**config.mk**
```make
export PLATFORM = sky130hd
export DESIGN_NAME = dac_scheduler
export DESIGN_NICKNAME = d
export VERILOG_FILES = /design/src/rtl/dac_pkg.sv /design/src/rtl/rr_arbiter4.sv /design/src/rtl/dac_scheduler.sv
export SDC_FILE = /design/constraint.sdc
export NUM_CORES = 1
export LEC_CHECK = 0
export CAP_MARGIN = 20
export CORE_ASPECT_RATIO = 2
export CORE_MARGIN = 5
export CORE_UTILIZATION = 42
export CTS_BUF_LIST = sky130_fd_sc_hd__clkbuf_2 sky130_fd_sc_hd__clkbuf_4 sky130_fd_sc_hd__clkbuf_8
export DETAILED_ROUTE_END_ITERATION = 7
export PLACE_DENSITY = 0.89
export REMOVE_ABC_BUFFERS = 1
export SYNTH_ARGS = -nofsm -noshare
export SYNTH_HDL_FRONTEND = slang
export SYNTH_SLANG_ARGS = --single-unit
```
**constraint.sdc**
```tcl
create_clock -name clk_DAC -period 3.1 [get_ports clk_DAC]
set_input_delay 0.31 -clock clk_DAC [delete_from_list [all_inputs] [get_ports clk_DAC]]
set_output_delay 0.31 -clock clk_DAC [all_outputs]
set_load 0.02 [all_outputs]
```
**src/rtl/dac_pkg.sv**
```systemverilog
// Shared types and constants for the DAC frame scheduler and its round-robin arbiter.
package dac_pkg;

    localparam int NUM_REQ   = 4;
    localparam int SAMPLE_W  = 8;
    localparam int REQ_IDX_W = 2;

    localparam logic [SAMPLE_W-1:0] IDLE_CODE_DEFAULT = 8'h80;

    typedef enum logic {
        ST_IDLE = 1'b0,
        ST_RUN  = 1'b1
    } state_t;

    function automatic logic [REQ_IDX_W-1:0] onehot_to_idx(input logic [NUM_REQ-1:0] oh);
        logic [REQ_IDX_W-1:0] idx;
        idx = '0;
        for (int i = 0; i < NUM_REQ; i++) begin
            if (oh[i]) begin
                idx = idx | REQ_IDX_W'(i);
            end
        end
        return idx;
    endfunction

endpackage

```
**src/rtl/rr_arbiter4.sv**
```systemverilog
// Combinational 4-way round-robin arbiter; i_ptr is the previous winner, so the
// search begins at i_ptr+1 and the previous winner has lowest priority.
module rr_arbiter4
    import dac_pkg::*;
(
    input  logic [NUM_REQ-1:0]   i_req,
    input  logic [REQ_IDX_W-1:0] i_ptr,
    output logic [NUM_REQ-1:0]   o_grant,
    output logic                 o_valid
);

    logic [REQ_IDX_W-1:0] w_idx;

    always_comb begin
        o_grant = '0;
        o_valid = 1'b0;
        w_idx   = '0;
        for (int i = 1; i <= NUM_REQ; i++) begin
            w_idx = i_ptr + REQ_IDX_W'(i);
            if (!o_valid && i_req[w_idx]) begin
                o_grant[w_idx] = 1'b1;
                o_valid        = 1'b1;
            end
        end
    end

endmodule

```
**src/rtl/dac_scheduler.sv**
```systemverilog
// Frame scheduler feeding one serial DAC from four sample requesters.
// Optional DAC_SCHED_UNDERRUN_CNT_EN adds a saturating underrun counter output.
//
// state   | meaning
// --------+-------------------------------------------------------------
// ST_IDLE | DAC disabled, fcnt held at 0; sched_en starts a frame
// ST_RUN  | DAC enabled, fcnt walks 0..FRAME_LEN-1 in step with serializer
module dac_scheduler
    import dac_pkg::*;
#(
    parameter int                  FRAME_LEN = 20,
    parameter logic [SAMPLE_W-1:0] IDLE_CODE = IDLE_CODE_DEFAULT
) (
    input  logic                         clk_DAC,
    input  logic                         rst,
    input  logic                         sched_en,
    input  logic [NUM_REQ-1:0]           req_valid,
    input  logic [NUM_REQ*SAMPLE_W-1:0]  req_data,
    output logic [NUM_REQ-1:0]           req_ready,
    output logic                         dac_en,
    output logic [SAMPLE_W-1:0]          dac_data,
    output logic [REQ_IDX_W-1:0]         grant_id,
    output logic                         frame_start,
    output logic                         busy
`ifdef DAC_SCHED_UNDERRUN_CNT_EN
    ,
    output logic [15:0]                  underrun_cnt
`endif
);

    localparam logic [4:0] FCNT_LAST = 5'(FRAME_LEN - 1);

    state_t                 r_state;
    state_t                 w_state_nxt;
    logic [4:0]             r_fcnt;
    logic [4:0]             w_fcnt_nxt;
    logic [SAMPLE_W-1:0]    r_dac_data;
    logic [REQ_IDX_W-1:0]   r_grant_id;
    logic [REQ_IDX_W-1:0]   r_ptr;

    logic                   w_last;
    logic                   w_boundary;
    logic [NUM_REQ-1:0]     w_grant;
    logic                   w_arb_valid;
    logic [REQ_IDX_W-1:0]   w_grant_idx;
    logic [SAMPLE_W-1:0]    w_sample;

    rr_arbiter4 u_arb (
        .i_req   (req_valid),
        .i_ptr   (r_ptr),
        .o_grant (w_grant),
        .o_valid (w_arb_valid)
    );

    assign w_last      = (r_fcnt == FCNT_LAST);
    assign w_grant_idx = onehot_to_idx(w_grant);

    always_comb begin
        w_sample = req_data[SAMPLE_W-1:0];
        for (int i = 0; i < NUM_REQ; i++) begin
            if (w_grant_idx == REQ_IDX_W'(i)) begin
                w_sample = req_data[i*SAMPLE_W +: SAMPLE_W];
            end
        end
    end

    // Boundary decisions are Mealy so the accept pulse lands in the load cycle.
    always_comb begin
        w_state_nxt = r_state;
        w_fcnt_nxt  = r_fcnt;
        w_boundary  = 1'b0;
        case (r_state)
            ST_IDLE: begin
                w_fcnt_nxt = '0;
                if (sched_en) begin
                    w_boundary  = 1'b1;
                    w_state_nxt = ST_RUN;
                end
            end
            ST_RUN: begin
                if (w_last) begin
                    w_fcnt_nxt = '0;
                    if (sched_en) begin
                        w_boundary = 1'b1;
                    end else begin
                        w_state_nxt = ST_IDLE;
                    end
                end else begin
                    w_fcnt_nxt = r_fcnt + 5'd1;
                end
            end
            default: begin
                w_state_nxt = ST_IDLE;
                w_fcnt_nxt  = '0;
            end
        endcase
        if (rst) begin
            w_boundary = 1'b0;
        end
    end

    always_ff @(posedge clk_DAC) begin
        if (rst) begin
            r_state    <= ST_IDLE;
            r_fcnt     <= '0;
            r_dac_data <= IDLE_CODE;
            r_grant_id <= '0;
            r_ptr      <= REQ_IDX_W'(NUM_REQ - 1);
        end else begin
            r_state <= w_state_nxt;
            r_fcnt  <= w_fcnt_nxt;
            if (w_boundary) begin
                if (w_arb_valid) begin
                    r_dac_data <= w_sample;
                    r_grant_id <= w_grant_idx;
                    r_ptr      <= w_grant_idx;
                end else begin
                    r_dac_data <= IDLE_CODE;
                end
            end
        end
    end

    assign req_ready   = w_boundary ? w_grant : '0;
    assign frame_start = w_boundary;
    assign dac_en      = (r_state == ST_RUN);
    assign busy        = dac_en;
    assign dac_data    = r_dac_data;
    assign grant_id    = r_grant_id;

`ifdef DAC_SCHED_UNDERRUN_CNT_EN
    logic [15:0] r_underrun_cnt;

    // The start load out of IDLE is not an underrun; only running frames count.
    always_ff @(posedge clk_DAC) begin
        if (rst) begin
            r_underrun_cnt <= '0;
        end else if (w_boundary && (r_state == ST_RUN) && !w_arb_valid
                     && (r_underrun_cnt != 16'hFFFF)) begin
            r_underrun_cnt <= r_underrun_cnt + 16'd1;
        end
    end

    assign underrun_cnt = r_underrun_cnt;
`endif

endmodule

```
# ---- After elaboration in Yosys (flattened, before gate mapping)
# Cells that the tools add are included.
dict set report classes {
  add_sub_neg 4
  order_cmp 8
  eq_ne 4
  n_mux 40
  bitwise_logic 4
  n_reduce_logical 11
}
# cell n
set ops {}
lappend ops {{2-to-1 mux 8 bit} 4}
lappend ops {{2-to-1 mux 4 bit} 5}
lappend ops {{2-to-1 mux 1 bit} 17}
lappend ops {{less-than comparator 2 x 3 -> 1 bit (second input constant)} 4}
lappend ops {{OR 4 bit} 3}
lappend ops {{one-hot mux 5 bit (2 select lines)} 1}
lappend ops {{binary-select mux 1 bit (select 2 bit)} 4}
lappend ops {{demux 1 bit (select 2 bit)} 4}
lappend ops {{>= comparator 2 x 1 -> 1 bit (second input constant)} 4}
lappend ops {{logical AND 1 bit} 7}
lappend ops {{adder 5 x 1 -> 5 bit (second input constant)} 1}
lappend ops {{equality test 5 bit (second input constant)} 1}
lappend ops {{2-to-1 mux 5 bit} 1}
lappend ops {{adder 2 bit (second input constant)} 2}
lappend ops {{equality test 2 bit (second input constant)} 2}
lappend ops {{2-to-1 mux 2 bit} 2}
lappend ops {{one-hot mux 1 bit (2 select lines)} 2}
lappend ops {{zero test 1 bit} 3}
lappend ops {{adder 2 x 1 -> 2 bit (second input constant)} 1}
lappend ops {{equality test 2 x 1 -> 1 bit (second input constant)} 1}
lappend ops {{AND reduction 2 bit} 1}
lappend ops {{NOT 1 bit} 1}
dict set report word_totals {
  reg_bits 18
  wordCells 76
}

# ---- Longest topological paths before layout
# Gate-level depths: netlist of the first run.
dict set report logic_depth {
  word_depth 21
  mapped_depth 10
}

# ---- Cells and area by module
# From an unflattened synthesis of the first run, not the netlist that was laid out.
dict set report hier_totals {
  cells_unflattened 160
  hier_area_um2 1388.8
}
# mod instances cells_per_inst area_per_inst_um2
set modules_own_cells {}
lappend modules_own_cells {dac_scheduler 1 112 973.4}
lappend modules_own_cells {rr_arbiter4 1 48 415.4}

# ---- Least setup slack after synthesis of the first run
# OpenSTA, ideal clock, no wires.
dict set report synth_path {
  path_kind {register -> register}
  start {register r_ptr[0]}
  end {register r_dac_data[0], in the netlist dac_data[0]}
  arrival_ps 3151
  t_required_ps 2974
  setup_slack_ps -178
  path_stages_with_launch 11
  n_path_buf 1
  cell_sequence {dfxtp_1 -> clkbuf_1 -> inv_1 -> ha_1 -> mux2i_1 -> o22ai_1 -> a2111o_1 -> a221o_2 -> o31a_1 -> o21ai_0 -> o211ai_1}
}
dict set report synth_between {
  elab_chain_cells 21
  elab_cells_between_ends 58
  classes_between {3 x add/sub; 8 x order compare; 3 x eq/ne; 31 x mux; 3 x bitwise; 10 x reduce/logical}
}
# element line
set synth_lines {}
lappend synth_lines {{start, declared} dac_scheduler.sv:39} ;# logic [REQ_IDX_W-1:0] r_ptr;
lappend synth_lines {{start signal, assigned} dac_scheduler.sv:108} ;# r_ptr <= REQ_IDX_W'(NUM_REQ - 1);
lappend synth_lines {{start signal, assigned} dac_scheduler.sv:116} ;# r_ptr <= w_grant_idx;
lappend synth_lines {{branches (longest 20 deep; another with less-than comparator 2 x 3 -> 1 bit)} n/a}
lappend synth_lines {{2-to-1 mux 8 bit *} dac_scheduler.sv:113} ;# if (w_arb_valid) begin
lappend synth_lines {{end signal, assigned} dac_scheduler.sv:114} ;# r_dac_data <= w_sample;
lappend synth_lines {{end, declared} dac_scheduler.sv:37} ;# logic [SAMPLE_W-1:0] r_dac_data;
# Every way passes the cells marked *. The select of a mux whose other input is x is not followed.
# A chain may end at the register's enable or synchronous reset.

# ---- Final worst setup path of the first run
dict set report layout_path {
  start {register r_ptr[1]}
  end {output port req_ready[1]}
}
dict set report layout_between {
  elab_chain_cells 14
  elab_cells_between_ends 48
  classes_between {3 x add/sub; 8 x order compare; 24 x mux; 3 x bitwise; 10 x reduce/logical}
}
# element line
set layout_lines {}
lappend layout_lines {{branches (longest 12 deep; another with less-than comparator 2 x 3 -> 1 bit)} n/a}
lappend layout_lines {{2-to-1 mux 4 bit *} rr_arbiter4.sv:20} ;# if (!o_valid && i_req[w_idx]) begin
lappend layout_lines {{2-to-1 mux 4 bit *} dac_scheduler.sv:124} ;# assign req_ready = w_boundary ? w_grant : '0;
lappend layout_lines {{end, declared} dac_scheduler.sv:19} ;# output logic [NUM_REQ-1:0] req_ready,
# Marked as above.

==> results of run 1 <==
[per-layer routing]
metal  track usage (%)  vias to the layer above  wire length, µm
met5                 0                        -                0
met4              10.7                        0              155
met3              2.84                       14              226
met2              40.4                       81             2810
met1              20.8                      826             1740
li1                  -                      869                -
[cells in the final DEF, fill, tap and decap left out, types with 6 or more instances in the layout]
cell,count
a21o_1,6
buf_4,21
clkdlybuf4s50_1,51
dfxtp_1,18
ha_1,7
inv_1,7
mux2i_1,8
nand2_1,17
nand2b_1,6
nand3_1,11
nor2_1,17
o211ai_1,6
o21ai_0,15
[cell type report]
class	instances	area share, %
Clock buffer	4	2.34
Inverter	8	1.28
Multi-Input combinational cell	158	48.2
Sequential cell	18	15.3
Tap cell	49	2.61
Timing Repair Buffer	76	30.2
[worst min-delay path by stage]
| stage | startpoint | endpoint | slack (ns) |
|---|---|---|---|
| CTS | r_fcnt[0] | r_fcnt[0] | 0.46 |
| global route | r_fcnt[0] | r_fcnt[0] | 0.48 |
| finish | r_fcnt[0] | r_fcnt[0] | 0.46 |
| global placement | r_fcnt[0] | r_fcnt[0] | 0.43 |
| detailed placement | r_fcnt[0] | r_fcnt[0] | 0.45 |
| floorplan | rst | busy | 0.38 |
[cells in the mapped netlist, types with 3 or more instances]
cell type / n
nor2_1: 17
o21ai_0: 16
inv_1: 7
nand3_1: 11
dfxtp_1: 18
o21ai_1: 4
a31oi_1: 4
nand2b_1: 6
o211ai_1: 6
and3_1: 5
ha_1: 8
mux2i_1: 10
nand2_1: 17
o22ai_1: 3
a21oi_1: 4
a21o_1: 6
a2111o_1: 3
[registers in the layout, summed over array words and instances, names as in the netlist]
name,cells
busy,1
r_fcnt,5
grant_id,2
r_ptr,2
dac_data,8
[timing repair]
action                     CTS  global route
setup endpoints to repair    3             9
resized for setup            4             5
setup buffers                3             0
gates cloned                 0             0
[logic make-up (layout without fill, tap and decap cells)]
family	Yosys count	in the layout	share of synthesized area (%)
AO/OA/AOI/OAI	67	67	33.6
AND/OR/NAND/NOR	67	67	22.0
flip-flops	18	18	23.8
multiplexers	13	13	9.58
buffers and inverters	10	88	2.73
adder cells (fa/ha/maj)	8	8	6.61
XOR/XNOR	3	3	1.73
[worst max-delay path, delay by kind of cell (launching register included)]
kind                       cells  cell delay [ns]
DFF                            1             0.35
adders and majority gates      1             0.40
and+or+nand+nor                1             0.07
buffers and inverters          3             0.55
muxes                          1             0.38
AOI/OAI and AO/OA              2             0.65
[metrics by stage]
step | power [mW] | area, µm² | TNS [ns] | hold WS [ns] | cells
finish | 1.27 | 2350 | 0 | 0.461 | 313
global route | 1.35 | 2350 | 0 | 0.485 | 313
CTS | 1.26 | 2330 | 0 | 0.461 | 313
detailed placement | 1.05 | 2250 | 0 | 0.451 | 306
global placement | 1.03 | 2250 | 0 | 0.431 | 306
floorplan | 0.749 | 1500 | -0.530 | 0.379 | 184
[power groups by stage]
stage / clock [mW] / combinational, mW / sequential [mW]
after global placement: 0 / 0.742 / 0.288
after detailed placement: 0 / 0.762 / 0.289
final: 0.192 / 0.797 / 0.285
after global routing: 0.201 / 0.865 / 0.288
after floorplan: 0 / 0.416 / 0.333
after CTS: 0.195 / 0.784 / 0.285
==> out/results.ini, run 1 <==
[outcome]
outcome = finished, final reports clean

[worst_setup_path]
slowest_stage = ha_2
startpoint_type = flop
reg2reg_slack_ns = 0.18
path_class = reg -> out
critPathMaxStageDelay_ns = 0.40
cp-end-kind = output port
regToRegStartpoint = r_ptr[1]
crit_fanout = 4
cp-startpoint = r_ptr[1]
rr_worst_depth = 10
crit_chain = inv_2 -> ha_2 -> mux4_2 -> buf_4 -> a2111o_1 -> a22oi_1 -> nor2_1 -> dlygate4sd2_1
crit_end = req_ready[1]
crit_required_ns = 2.79
r2r-end = dac_data[6]
worstPathArrival_ns = 2.65

[finish]
syn_to_final_growth_pct = 55.1
layout-drive-gt1-share_pct = 15.2
nets = 312
final_core_util_pct = 65.8
regArea_um2 = 360
multi_input_area_um2 = 1130
antenna_cells = 0
final.fill_count = 316

[clock_network]
cts_root_buf = clkbuf_8
clkTransAtPathRegs_ns = 0.06
worstSkewPairLatency_ns = 0.26
cts_tree = built
cts.path.max_buffers = 2
htree_levels = 1
ctsHoldBuffers = 0
numCtsBuffers = 3
cts_sinks = 18

[grt]
grt_first_pass_wirelength_mm = 8.14
grt_pass1_vias = 1840
grt_usage_pct = 21.1
antenna_found_initial = 0
overflow = 0
grt_max_degree = 18

[placed_design]
dp_hpwl_mm = 3.99
dp_slack_ns = 0.0297
finalWeightedCongestion = 0.919
portBuffers = 55

[pwr]
power_density_nw_per_um2 = 542
p_comb_share_pct = 62.5
seqPwrFrac_pct = 22.4
leakage_nw = 1.01
p_int_uw = 749
clkPwrFrac_pct = 15.1
switching_share_pct = 41.2
p_switching_uw = 526
ir_worst_vdd_v = 0.000468

[sta]
layout_min_cycle_time_ns = 2.96
post-route-period-util_pct = 95.5
final-hold-violation-count = 0
grt_setup_unrepaired = no
setup_slack_ns = 0.138
worst_pin_slew_ns = 0.713
slew_violations = 0
maxSlewHeadroom_pct = 52.5
finalClockSkew_ns = 0.00828
timing.fmax_ghz = 0.338
setup-violations-final = 0

[yosys]
async_reset_ff_share_pct = 0
ys_seq_elements = 18
synth.avg_cell_area_um2 = 8.15
synth_area_leaders = dfxtp_1, ha_1, mux2i_1, o21ai_0, nand2_1
seq_area_frac_synth_pct = 23.8
syn_inst = 186
yosysWarnings = 0
ys.flop_type = dfxtp_1
synth_edf_count = 0
yosysUniqueCellTypes = 53
synth_top_area_share_pct = 23.8
syn_area_um2 = 1520
synth_top_cell_by_area = dfxtp_1

[drt]
drtAntennaViolNets = 0
drt_iter0_markers = 66
wl_per_cell_um = 15.8
routed_wl_mm = 4.94
viasPerCell = 5.72
drtPass1Iterations = 5
drc_errors = 0
via_count = 1790

[floorplan]
start_util_pct = 42.5
core.rowCount = 31
coreArea_um2 = 3570
io_pins = 56
die_area_um2 = 4980
fp.dieW_um = 52.5
fp.dieH_um = 94.9

[worst_hold_path]
hold_path_depth = 1
worstHoldPathType = reg -> reg

[run]
cap_viol_max_count = 0

Note: power is estimated with default switching activity, not from simulation.
==> run 2: changes to the inputs <==
Settings changed: CORE_UTILIZATION 42 to 44.
Clock period 3.1 ns to 3.6 ns, I/O delays scaled along.
==> run 2 against run 1 <==
Compared with the run above: via count down 5.9%; critical endpoint is now req_ready[3]; utilization down 1.3 points; total power down 20%; count of clock-buffer cells in the layout unchanged; register-to-register slack better by 0.28 ns; global-route usage down 1.0 points; largest power group unchanged.
==> out/results.ini, run 2 (synthesized netlist as in run 1, its figures left out) <==
[outcome]
outcome = finished, final reports clean  ; unchanged

[grt]
met1_usage_pct = 20.9  ; was 20.8%
antenna_found_initial = 0  ; unchanged
grt_busiest_layer = met2  ; unchanged
grt_pass1_vias = 1752  ; was 1840
grt_first_pass_wirelength_mm = 7.56  ; was 8.14 mm
grt.met3_usage_pct = 0.638  ; was 2.84%
grt_usage_pct = 20.1  ; was 21.1%
grtUsageMet2_pct = 38.1  ; was 40.4%
overflow = 0  ; unchanged
grt_max_degree = 18  ; unchanged

[finish]
final_common_cell = clkdlybuf4s50_1  ; unchanged
final_cell_mix = clkdlybuf4s50_1, nand2_1, nor2_1, dfxtp_1, o21ai_0  ; was clkdlybuf4s50_1, buf_4, dfxtp_1
antenna_cells = 0  ; unchanged
final.fill_count = 285  ; was 316
syn_to_final_growth_pct = 43.9  ; was 55.1%
final_core_util_pct = 64.6  ; was 65.8%
nets = 294  ; was 312
finish.instance_area_um2 = 2180  ; was 2350 µm²
layout-drive-gt1-share_pct = 8.94  ; was 15.2%
largest_register_ffs = 8  ; unchanged

[clock_network]
cts_sinks = 18  ; unchanged
cts_root_buf = clkbuf_8  ; unchanged
cts_resized = 0  ; was 4
numCtsBuffers = 3  ; unchanged
cts_setup_buffers = 0  ; was 3
cts.path.max_buffers = 2  ; unchanged
ctsHoldBuffers = 0  ; unchanged
clkTransAtPathRegs_ns = 0.07  ; was 0.06 ns
cts_tree = built  ; unchanged
worstSkewPairLatency_ns = 0.26  ; about the same
htree_levels = 1  ; unchanged

[drt]
viasPerCell = 6.06  ; was 5.72
drc_errors = 0  ; unchanged
drt_iter0_markers = 38  ; was 66
via_count = 1684  ; was 1790
drtAntennaViolNets = 0  ; unchanged
wl_per_cell_um = 16.5  ; was 15.8 µm
drtPass1Iterations = 4  ; was 5
routed_wl_mm = 4.59  ; was 4.94 mm

[sta]
setup-violations-final = 0  ; unchanged
setup_slack_ns = 0.214  ; was 0.138 ns
tns_ns = 0  ; unchanged
worst_pin_slew_ns = 0.653  ; was 0.713 ns
grt_setup_unrepaired = no  ; unchanged
timing.fmax_ghz = 0.295
finalClockSkew_ns = 0.00420  ; was 0.00828 ns
layout_min_cycle_time_ns = 3.39
post-route-period-util_pct = 94.1
maxSlewHeadroom_pct = 56.5  ; was 52.5%
final-hold-violation-count = 0  ; unchanged
slew_violations = 0  ; unchanged

[placed_design]
portBuffers = 55  ; unchanged
dp_slack_ns = 0.257  ; was 0.0297 ns
dp_hpwl_mm = 3.77  ; was 3.99 mm
finalWeightedCongestion = 0.873  ; was 0.919
dpl-instance-area_um2 = 2120  ; was 2250 µm²

[worst_setup_path]
cp-end-kind = output port  ; unchanged
timing.critical_path.mode_cell = clkdlybuf4s50_1
crit_required_ns = 3.24  ; was 2.79 ns
crit_family = buffers and inverters  ; was compound AO/OA/AOI/OAI gates
startpoint_type = input port  ; was flop
crit_fanout = 9  ; was 4
critPathMaxStageDelay_ns = 0.64  ; was 0.40 ns
cp_num_buf_inv = 2  ; was 3
worstPathArrival_ns = 3.03  ; was 2.65 ns
path_class = in -> out  ; was reg -> out
crit_chain = clkdlybuf4s50_1 -> mux2_2 -> mux2i_1 -> a2111o_1 -> o21ai_0 -> a21oi_1 -> clkdlybuf4s50_1  ; was inv_2 -> ha_2 -> mux4_2 -> buf_4 -> a2111o_1 -> a22oi_1 -> nor2_1 -> dlygate4sd2_1
slowest_stage = clkdlybuf4s50_1  ; was ha_2

[floorplan]
io_pins = 56  ; unchanged
die_area_um2 = 4790  ; was 4980 µm²
fp.dieH_um = 93.0  ; was 94.9 µm
fp.dieW_um = 51.5  ; was 52.5 µm
start_util_pct = 44.9  ; was 42.5%
core.rowCount = 30  ; was 31
coreArea_um2 = 3380  ; was 3570 µm²

[pwr]
ir_worst_vdd_v = 0.000374  ; was 0.000468 V
power_density_nw_per_um2 = 468  ; was 542 nW/µm²
leakage_nw = 0.880  ; was 1.01 nW
finalPower_mw = 1.02  ; was 1.27 mW

[worst_hold_path]
worstHoldPathType = reg -> reg  ; unchanged

[run]
cap_viol_max_count = 0  ; unchanged

## run 2: cell count changes in the layout (fill, tap and decap cells not counted)
cell             delta
dlygate4sd2_1       -2
mux2i_4             -1
mux2i_2             +1
o21ai_0             +1
dlymetal6s2s_1      -2
ha_2                -1
clkdlybuf4s50_1     +4
buf_4              -18
ha_1                +1
dfxtp_1             -1
dfxtp_2             +1
o21ai_1             -1
## run 2: final cells by class
class,count,area [µm²],share of cell area (%)
Clock buffer,4,55.1,2.52
Inverter,8,30.0,1.38
Multi-Input combinational cell,158,1120,51.4
Sequential cell,18,362,16.6
Tap cell,32,40.0,1.84
Timing Repair Buffer,58,573,26.3
## run 2: path summary, 6_finish.rpt
path / startpoint / end / slack, ns / depth (start not counted)
max reg2reg: r_ptr[1] / dac_data[4] / 0.46 / 9
min reg2reg: r_fcnt[0] / r_fcnt[0] / 0.45 / 1
min: r_fcnt[0] / r_fcnt[0] / 0.45 / 1
max: req_valid[3] / req_ready[3] / 0.21 / 7
## run 2: power breakdown
part           internal, mW  switching, mW  leakage (nW)
Clock                0.0972         0.0678        0.0288
Combinational         0.266          0.339         0.704
Sequential            0.229         0.0207         0.147
## run 2: metrics by stage
stage,instances,hold WS (ns)
after floorplan,184,0.418
after global placement,274,0.426
after detailed placement,274,0.441
after CTS,278,0.451
after global routing,278,0.482
final,278,0.450
## run 2: worst register-to-register path, cell delays in order, from the launching register on
cell and delay (ns):
dfxtp_2 0.41, inv_2 0.12, ha_1 0.39, mux2i_2 0.31
o22ai_1 0.13, a2111o_1 0.57, o21ai_0 0.41, nand3_2 0.32
mux2i_1 0.26, o211ai_1 0.11
## run 2: routing by layer
layer | wire (µm) | vias up
met5 | 0 | -
met4 | 166 | 0
met3 | 97 | 14
met2 | 2640 | 51
met1 | 1680 | 787
li1 | - | 832
==> run 3: changes to the inputs <==
Settings changed: PLACE_DENSITY 0.89 to default, PLACE_DENSITY_LB_ADDON from default to 0.08.
==> run 3 against run 2 <==
Compared with the run above: count of clock-buffer cells in the layout unchanged; die area unchanged; cell count up 2.2%; setup slack better by 0.076 ns; global-route usage up 2.8 points; final area up 1.7%; utilization up 1.1 points; fmax up 2.3%; sequential power down 2%; combinational power up 5.4%; register-to-register slack better by 0.02 ns; hold slack better by 0.0022 ns; highest routed layer unchanged.
==> out/results.ini, run 3 (synthesized netlist as in run 1, its figures left out) <==
[finish]
layout-drive-gt1-share_pct = 9.92  ; was 8.94%
final_common_cell = clkdlybuf4s50_1  ; unchanged
final.fill_count = 307  ; was 285
syn_to_final_growth_pct = 46.3  ; was 43.9%
multi_input_area_um2 = 1110  ; was 1120 µm²
regArea_um2 = 360  ; was 362 µm²
final_cell_mix = clkdlybuf4s50_1, dfxtp_1, nand2_1, nor2_1, o21ai_0  ; was clkdlybuf4s50_1, nand2_1, nor2_1, dfxtp_1, o21ai_0
antenna_cells = 0  ; unchanged
nets = 300  ; was 294
largest_register_ffs = 8  ; unchanged

[pwr]
finalPower_mw = 1.05  ; was 1.02 mW
power_density_nw_per_um2 = 475  ; was 468 nW/µm²
ir_worst_vdd_v = 0.000313  ; was 0.000374 V
leakage_nw = 0.907  ; was 0.880 nW

[sta]
tns_ns = 0  ; unchanged
layout_min_cycle_time_ns = 3.31  ; was 3.39 ns
setup-violations-final = 0  ; unchanged
timing.fmax_ghz = 0.302  ; was 0.295 GHz
worst_pin_slew_ns = 0.657  ; was 0.653 ns
grt_setup_unrepaired = no  ; unchanged
slew_violations = 0  ; unchanged
post-route-period-util_pct = 91.9  ; was 94.1%
finalClockSkew_ns = 0.00921  ; was 0.00420 ns
final-hold-violation-count = 0  ; unchanged
maxSlewHeadroom_pct = 56.2  ; was 56.5%

[worst_setup_path]
worstPathArrival_ns = 2.95  ; was 3.03 ns
cp-end-kind = output port  ; unchanged
startpoint_type = flop  ; was input port
crit_required_ns = 3.24  ; about the same
path_class = reg -> out  ; was in -> out
crit_fanout = 9  ; unchanged

[grt]
overflow = 0  ; unchanged
grt_first_pass_wirelength_mm = 8.27  ; was 7.56 mm
grt_max_degree = 18  ; unchanged
grt_pass1_vias = 1865  ; was 1752
antenna_found_initial = 0  ; unchanged
grt_usage_pct = 22.8  ; was 20.1%

[clock_network]
cts.path.max_buffers = 2  ; unchanged
cts_root_buf = clkbuf_8  ; unchanged
cts_tree = built  ; unchanged
numCtsBuffers = 3  ; unchanged
cts_setup_buffers = 0  ; unchanged
cts_resized = 0  ; unchanged
worstSkewPairLatency_ns = 0.26  ; about the same
htree_levels = 1  ; unchanged
clkTransAtPathRegs_ns = 0.06  ; was 0.07 ns
cts_sinks = 18  ; unchanged
ctsHoldBuffers = 0  ; unchanged

[worst_hold_path]
worstHoldPathType = reg -> reg  ; unchanged

[drt]
drc_errors = 0  ; unchanged
drtAntennaViolNets = 0  ; unchanged
drtPass1Iterations = 4  ; unchanged
routed_wl_mm = 5.09  ; was 4.59 mm
drt_iter0_markers = 58  ; was 38
viasPerCell = 6.04  ; was 6.06
via_count = 1715  ; was 1684
wl_per_cell_um = 17.9  ; was 16.5 µm

[placed_design]
finalWeightedCongestion = 0.892  ; was 0.873
dp_hpwl_mm = 4.29  ; was 3.77 mm
portBuffers = 55  ; unchanged

[run]
cap_viol_max_count = 0  ; unchanged

[floorplan]
fp.dieH_um = 93.0  ; unchanged
start_util_pct = 44.9  ; unchanged
fp.dieW_um = 51.5  ; unchanged
coreArea_um2 = 3380  ; unchanged
core.rowCount = 30  ; unchanged
io_pins = 56  ; unchanged
die_area_um2 = 4790  ; unchanged

[outcome]
outcome = finished, final reports clean  ; unchanged

-- run 3: worst max-delay path, cell delays in order (launching register included) --
cell	delay, ns
dfxtp_1	0.33
inv_1	0.06
ha_1	0.36
mux2i_1	0.42
o22ai_1	0.16
a2111o_1	0.58
o21ai_0	0.14
a21oi_1	0.09
clkdlybuf4s50_1	0.55
-- run 3: through the flow --
| step | util (%) | area [µm²] | instances | hold slack (ns) | worst slack, ns |
|---|---|---|---|---|---|
| floorplan | - | 1500 | 184 | 0.418 | 0.418 |
| global placement | 64.0 | 2160 | 280 | 0.427 | 0.369 |
| detailed placement | 64.0 | 2160 | 280 | 0.450 | 0.278 |
| CTS | 65.6 | 2220 | 284 | 0.462 | 0.242 |
| global route | 65.6 | 2220 | 284 | 0.480 | 0.103 |
| finish | 65.6 | 2220 | 284 | 0.453 | 0.290 |
-- run 3: where the power goes --
part	total [mW]	switching [mW]	leakage, nW	internal [mW]
sequential	0.245	0.0165	0.148	0.229
combinational	0.639	0.359	0.730	0.280
clock	0.169	0.0716	0.0288	0.0974
-- run 3: path summary, 6_finish.rpt --
kind	start	end	slack [ns]	cells after the start
setup / recovery	r_ptr[0]	req_ready[3]	0.29	8
hold / removal	r_fcnt[0]	r_fcnt[0]	0.45	1
hold reg to reg	r_fcnt[0]	r_fcnt[0]	0.45	1
setup reg to reg	r_ptr[0]	dac_data[3]	0.48	9
-- run 3: layout make-up --
cell class	instances	share of cell area [%]
Clock buffer	4	2.48
Inverter	8	1.35
Multi-Input combinational cell	158	50.2
Sequential cell	18	16.3
Tap cell	32	1.81
Timing Repair Buffer	64	27.9
-- run 3: layer usage --
layer / track usage, % / part of all wire [%]
met4: 16.2 / 5.4
met3: 3.51 / 5.5
met1: 18.1 / 31
met5: 0 / 0
met2: 46.0 / 58
==> variant 1, RTL diff (settings of run 1) <==
`FRAME_LEN`: 20 -> 15.
--- a/src/rtl/dac_scheduler.sv
+++ b/src/rtl/dac_scheduler.sv
@@ -10,3 +10,3 @@
 #(
-    parameter int                  FRAME_LEN = 20,
+    parameter int                  FRAME_LEN = 15,
     parameter logic [SAMPLE_W-1:0] IDLE_CODE = IDLE_CODE_DEFAULT
Behaviour: no difference found for any inputs over 10 cycles, from zero or initial values and one cycle with rst high; that may be too few to reach the edited logic, so the function may still have changed.
==> variant 1 against run 1 <==
Routed wire length rose by 6.9%. Final area rose by 6.7%. Synthesized cell count rose by 3.8%. Worst setup slack improved by 4.7 ps. Sequential cell count did not move. Area after synthesis rose by 6.4%. Total power rose by 23%. Combinational power rose by 36%.
==> variant 1: results (changes against run 1) <==
run_status:
  status: "completed"  # unchanged
min_path:
  worstHoldStart: "dac_data[7]"  # was r_fcnt[0]
  hold_depth: 2  # was 1
  holdPathEnd: "dac_data[7]"  # was r_fcnt[0]
sta:
  fin_worst_skew_ps: 5.982  # was 8.282 ps
  clock.fmax_ghz: 0.3382  # was 0.3376 GHz
  slew_headroom_pct: 55.35  # was 52.49%
power_and_ir_drop:
  intPower_uw: 905.0  # was 748.9 uW
  p_leak_uw: 0.001080  # was 0.001008 uW
  ir_worst_vdd_v: 0.0003456  # was 0.0004676 V
detailed_routing:
  avgRoutedWirePerCell_um: 16.09  # was 15.78 um
  viasPerCell: 5.652  # was 5.719
  drt_first_iter_violations: 52  # was 66
  dr.pass1.iters: 4  # was 5
worst_setup_path:
  slowest_stage: "clkdlybuf4s50_1"  # was ha_2
  setup.worst_path.end: "req_ready[2]"  # was req_ready[1]
  path_max_fanout: 6  # was 4
  worst_path_largest_cell_delay_ps: 550  # was 400 ps
  path_delay_family: "buffers and inverters"  # was compound AO/OA/AOI/OAI gates
  ff2ff_path_depth: 12  # was 10
clock_tree:
  cts_resized: 3  # was 4
cells_and_area:
  syn2layout_area_growth_pct: 55.39  # was 55.08%
  multi_input_area_share_pct: 48.28  # was 48.19%
  bufAreaShareNonClock_pct: 31.40  # was 30.25%
  n_all_buffers: 84  # was 76
  drive_gt1_share_pct: 16.61  # was 15.15%
global_routing:
  grt_usage_pct: 20.38  # was 21.11%
  grt_pass1_wl_um: 8245  # was 8135 um
  grt_pass1_vias: 1838  # was 1840
logic_synthesis:
  synth.cells.most_frequent: "18 x dfxtp_1, 18 x nor2_1, 17 x nand2_1"  # was 18 x dfxtp_1, 17 x nand2_1, 17 x nor2_1
  ys_seq_area_share_pct: 22.34  # was 23.78%
placement:
  placed_cells: 322  # was 306
  gp_congestion: 0.9659  # was 0.9194
die:
  num_rows: 32  # was 31
## variant 1: power groups by stage
stage               clock (uW)  combinational (uW)  sequential [uW]
floorplan                    0                 546              349
global placement             0                1020              294
detailed placement           0                1030              296
CTS                        196                1050              291
global route               206                1160              295
finish                     195                1080              291
## variant 1: routing by layer
metal | vias to the layer above | share of wire (%) | GRT usage (%) | wire (um)
met5 | - | 0 | 0 | 0
met4 | 0 | 2.2 | 7.874 | 114
met3 | 10 | 5.3 | 1.382 | 282
met2 | 62 | 56 | 37.66 | 2954
met1 | 869 | 37 | 22.20 | 1929
li1 | 913 | - | - | -
## variant 1: cells by family (layout without fill, tap and decap cells)
group                    Yosys count  count (layout)  share of synthesized area, %
AO/OA/AOI/OAI                     72              72                         35.38
XOR/XNOR                           3               3                         1.629
adder cells (fa/ha/maj)            9               9                         6.982
buffers and inverters             12              96                         4.034
flip-flops                        18              18                         22.34
multiplexers                      11              11                         7.758
AND/OR/NAND/NOR                   68              68                         21.88
==> variant 2, RTL diff (settings of run 1) <==
Without the edit above. `NUM_REQ`: 4 -> 2.
--- a/src/rtl/dac_pkg.sv
+++ b/src/rtl/dac_pkg.sv
@@ -3,3 +3,3 @@
 
-    localparam int NUM_REQ   = 4;
+    localparam int NUM_REQ   = 2;
     localparam int SAMPLE_W  = 8;
Ports: changed (resized req_data, req_ready and req_valid); port bits go from 56 to 36. No check against the original RTL was run, so the function may have changed too.
==> variant 2 against run 1 <==
Routed wire length shrank 46%. Area after synthesis down 39%. Sequential cell count fell by 2. Worst setup slack improved by 500 ps. Critical path depth down 3. Clock power fell by 3%. Register-to-register slack improved by 1300 ps. Die area decreased by 34%. Critical path type unchanged. Maximum frequency is 20% higher. Total power decreased by 58%. Utilization down 5.3 points. Non-clock buffer count shrank 43. Sequential share of layout area rose by 9.1 points. Final area decreased by 44%.
==> variant 2: results (changes against run 1) <==
clock_tree:
  numCtsBuffers: 3  # unchanged
  cts_root_buffer: "clkbuf_8"  # unchanged
  cts.clk_slew.worst_paths_ps: 60  # about the same
  cts_setup_buffers: 0  # was 3
  worstSkewPairLatency_ps: 250
  cts_resized: 0  # was 4
  clk_path_buf_depth: 2  # unchanged
  htreeDepth: 1  # unchanged
detailed_routing:
  vias: 930  # was 1790
  dr.pass1.iters: 4  # was 5
  drt_first_iter_violations: 33  # was 66
  avgRoutedWirePerCell_um: 16.89  # was 15.78 um
worst_setup_path:
  path_max_fanout: 8  # was 4
  reg2reg_slack_ps: 1500  # was 180 ps
  crit_arrival_ps: 2150  # was 2650 ps
placement:
  io_buffers: 33  # was 55
  dp_hpwl_um: 2047  # was 3995 um
  placed_area_sq_um: 1255  # was 2251 sq um
  gp_congestion: 0.8340  # was 0.9194
logic_synthesis:
  synthAdderAreaFrac_pct: 1.346  # was 6.606%
  ys_types: 33  # was 53
  synth-xor-area-share_pct: 1.884  # was 1.734%
  yosys_warnings: 0  # unchanged
  synthMuxAreaShare_pct: 8.345  # was 9.579%
  ys_seq_area_share_pct: 34.45  # was 23.78%
  synth.area.top_cells: "dfxtp_1 34%, mux2_2 7.3%, o311ai_0 6.6%"  # was dfxtp_1 24%, ha_1 6.6%, mux2i_1 6.6%
  synth_compound_area_share_pct: 27.46  # was 33.61%
  synth.cells.most_frequent: "16 x dfxtp_1, 8 x a21oi_1, 7 x o311ai_0, 7 x or2_2"  # was 18 x dfxtp_1, 17 x nand2_1, 17 x nor2_1
  postSynth.asyncResetShare_pct: 0  # unchanged
min_path:
  hold_class: "reg -> reg"  # unchanged
power_and_ir_drop:
  p_leak_uw: 0.0004842  # was 0.001008 uW
  intPower_uw: 397.2  # was 748.9 uW
  ir_worst_vdd_v: 0.0002565  # was 0.0004676 V
cells_and_area:
  largest_reg_flops: 8  # unchanged
  antenna_cells: 0  # unchanged
  drive_gt1_share_pct: 17.42  # was 15.15%
  fillCellCount: 191  # was 316
  final_nets: 155  # was 312
global_routing:
  antenna_found_initial: 0  # unchanged
  grt_start_max_net_pins: 13  # was 18
  grt_pass1_wl_um: 4416  # was 8135 um
  grt_usage_pct: 17.15  # was 21.11%
  grt_pass1_vias: 983  # was 1840
run_status:
  status: "completed"  # unchanged
sta:
  slew_violations: 0  # unchanged
  fin_worst_skew_ps: 5.312  # was 8.282 ps
  worstMarginPinSlew_ps: 520.7  # was 712.7 ps
## variant 2: layout make-up
| type | instances | area (sq um) | share of cell area [%] |
|---|---|---|---|
| Multi-Input combinational cell | 73 | 549.3 | 41.93 |
| Sequential cell | 16 | 320.3 | 24.45 |
| Clock buffer | 4 | 55.05 | 4.202 |
| Timing Repair Buffer | 33 | 330.3 | 25.21 |
| Inverter | 6 | 22.52 | 1.719 |
| Tap cell | 26 | 32.53 | 2.483 |
## variant 2: worst paths after layout
path              from            to  depth (start not counted)
min reg2reg  r_fcnt[0]     r_fcnt[0]                          1
max          r_fcnt[0]  req_ready[1]                          5
min          r_fcnt[0]     r_fcnt[0]                          1
max reg2reg  r_fcnt[0]   dac_data[3]                          4
## variant 2: per-stage QoR
step	hold slack, ps	std cells	worst slack, ps
global route	514.5	158	534.1
CTS	480.5	158	636.7
global placement	430.2	154	858.3
floorplan	382.4	95	1313
detailed placement	472.7	154	821.2
finish	474.0	158	637.4
## variant 2: critical path, stage by stage (launching register included)
cell,delay [ps]
dfxtp_1,360
ha_1,300
and4bb_4,340
o21ai_4,80
nor3_1,190
clkdlybuf4s50_1,630
## variant 2: cells by family after synthesis
family	count (synthesis)
AND/OR/NAND/NOR	27
multiplexers	7
other	1
adder cells (fa/ha/maj)	1
flip-flops	16
XOR/XNOR	2
AO/OA/AOI/OAI	34
buffers and inverters	13
## variant 2: power by group through the flow
stage,logic (uW),clock network (uW),registers (uW)
floorplan,48.2,0,243
global placement,120,0,232
detailed placement,123,0,234
CTS,125,188,229
global route,134,196,231
finish,125,186,230
## variant 2: metal layers
| metal | up-vias | part of all wire (%) | GRT usage (%) |
|---|---|---|---|
| met5 | - | 0 | 0 |
| met2 | 43 | 56 | 31.31 |
| li1 | 431 | - | - |
| met4 | 0 | 6.0 | 12.08 |
| met3 | 15 | 5.8 | 3.783 |
| met1 | 441 | 33 | 15.33 |
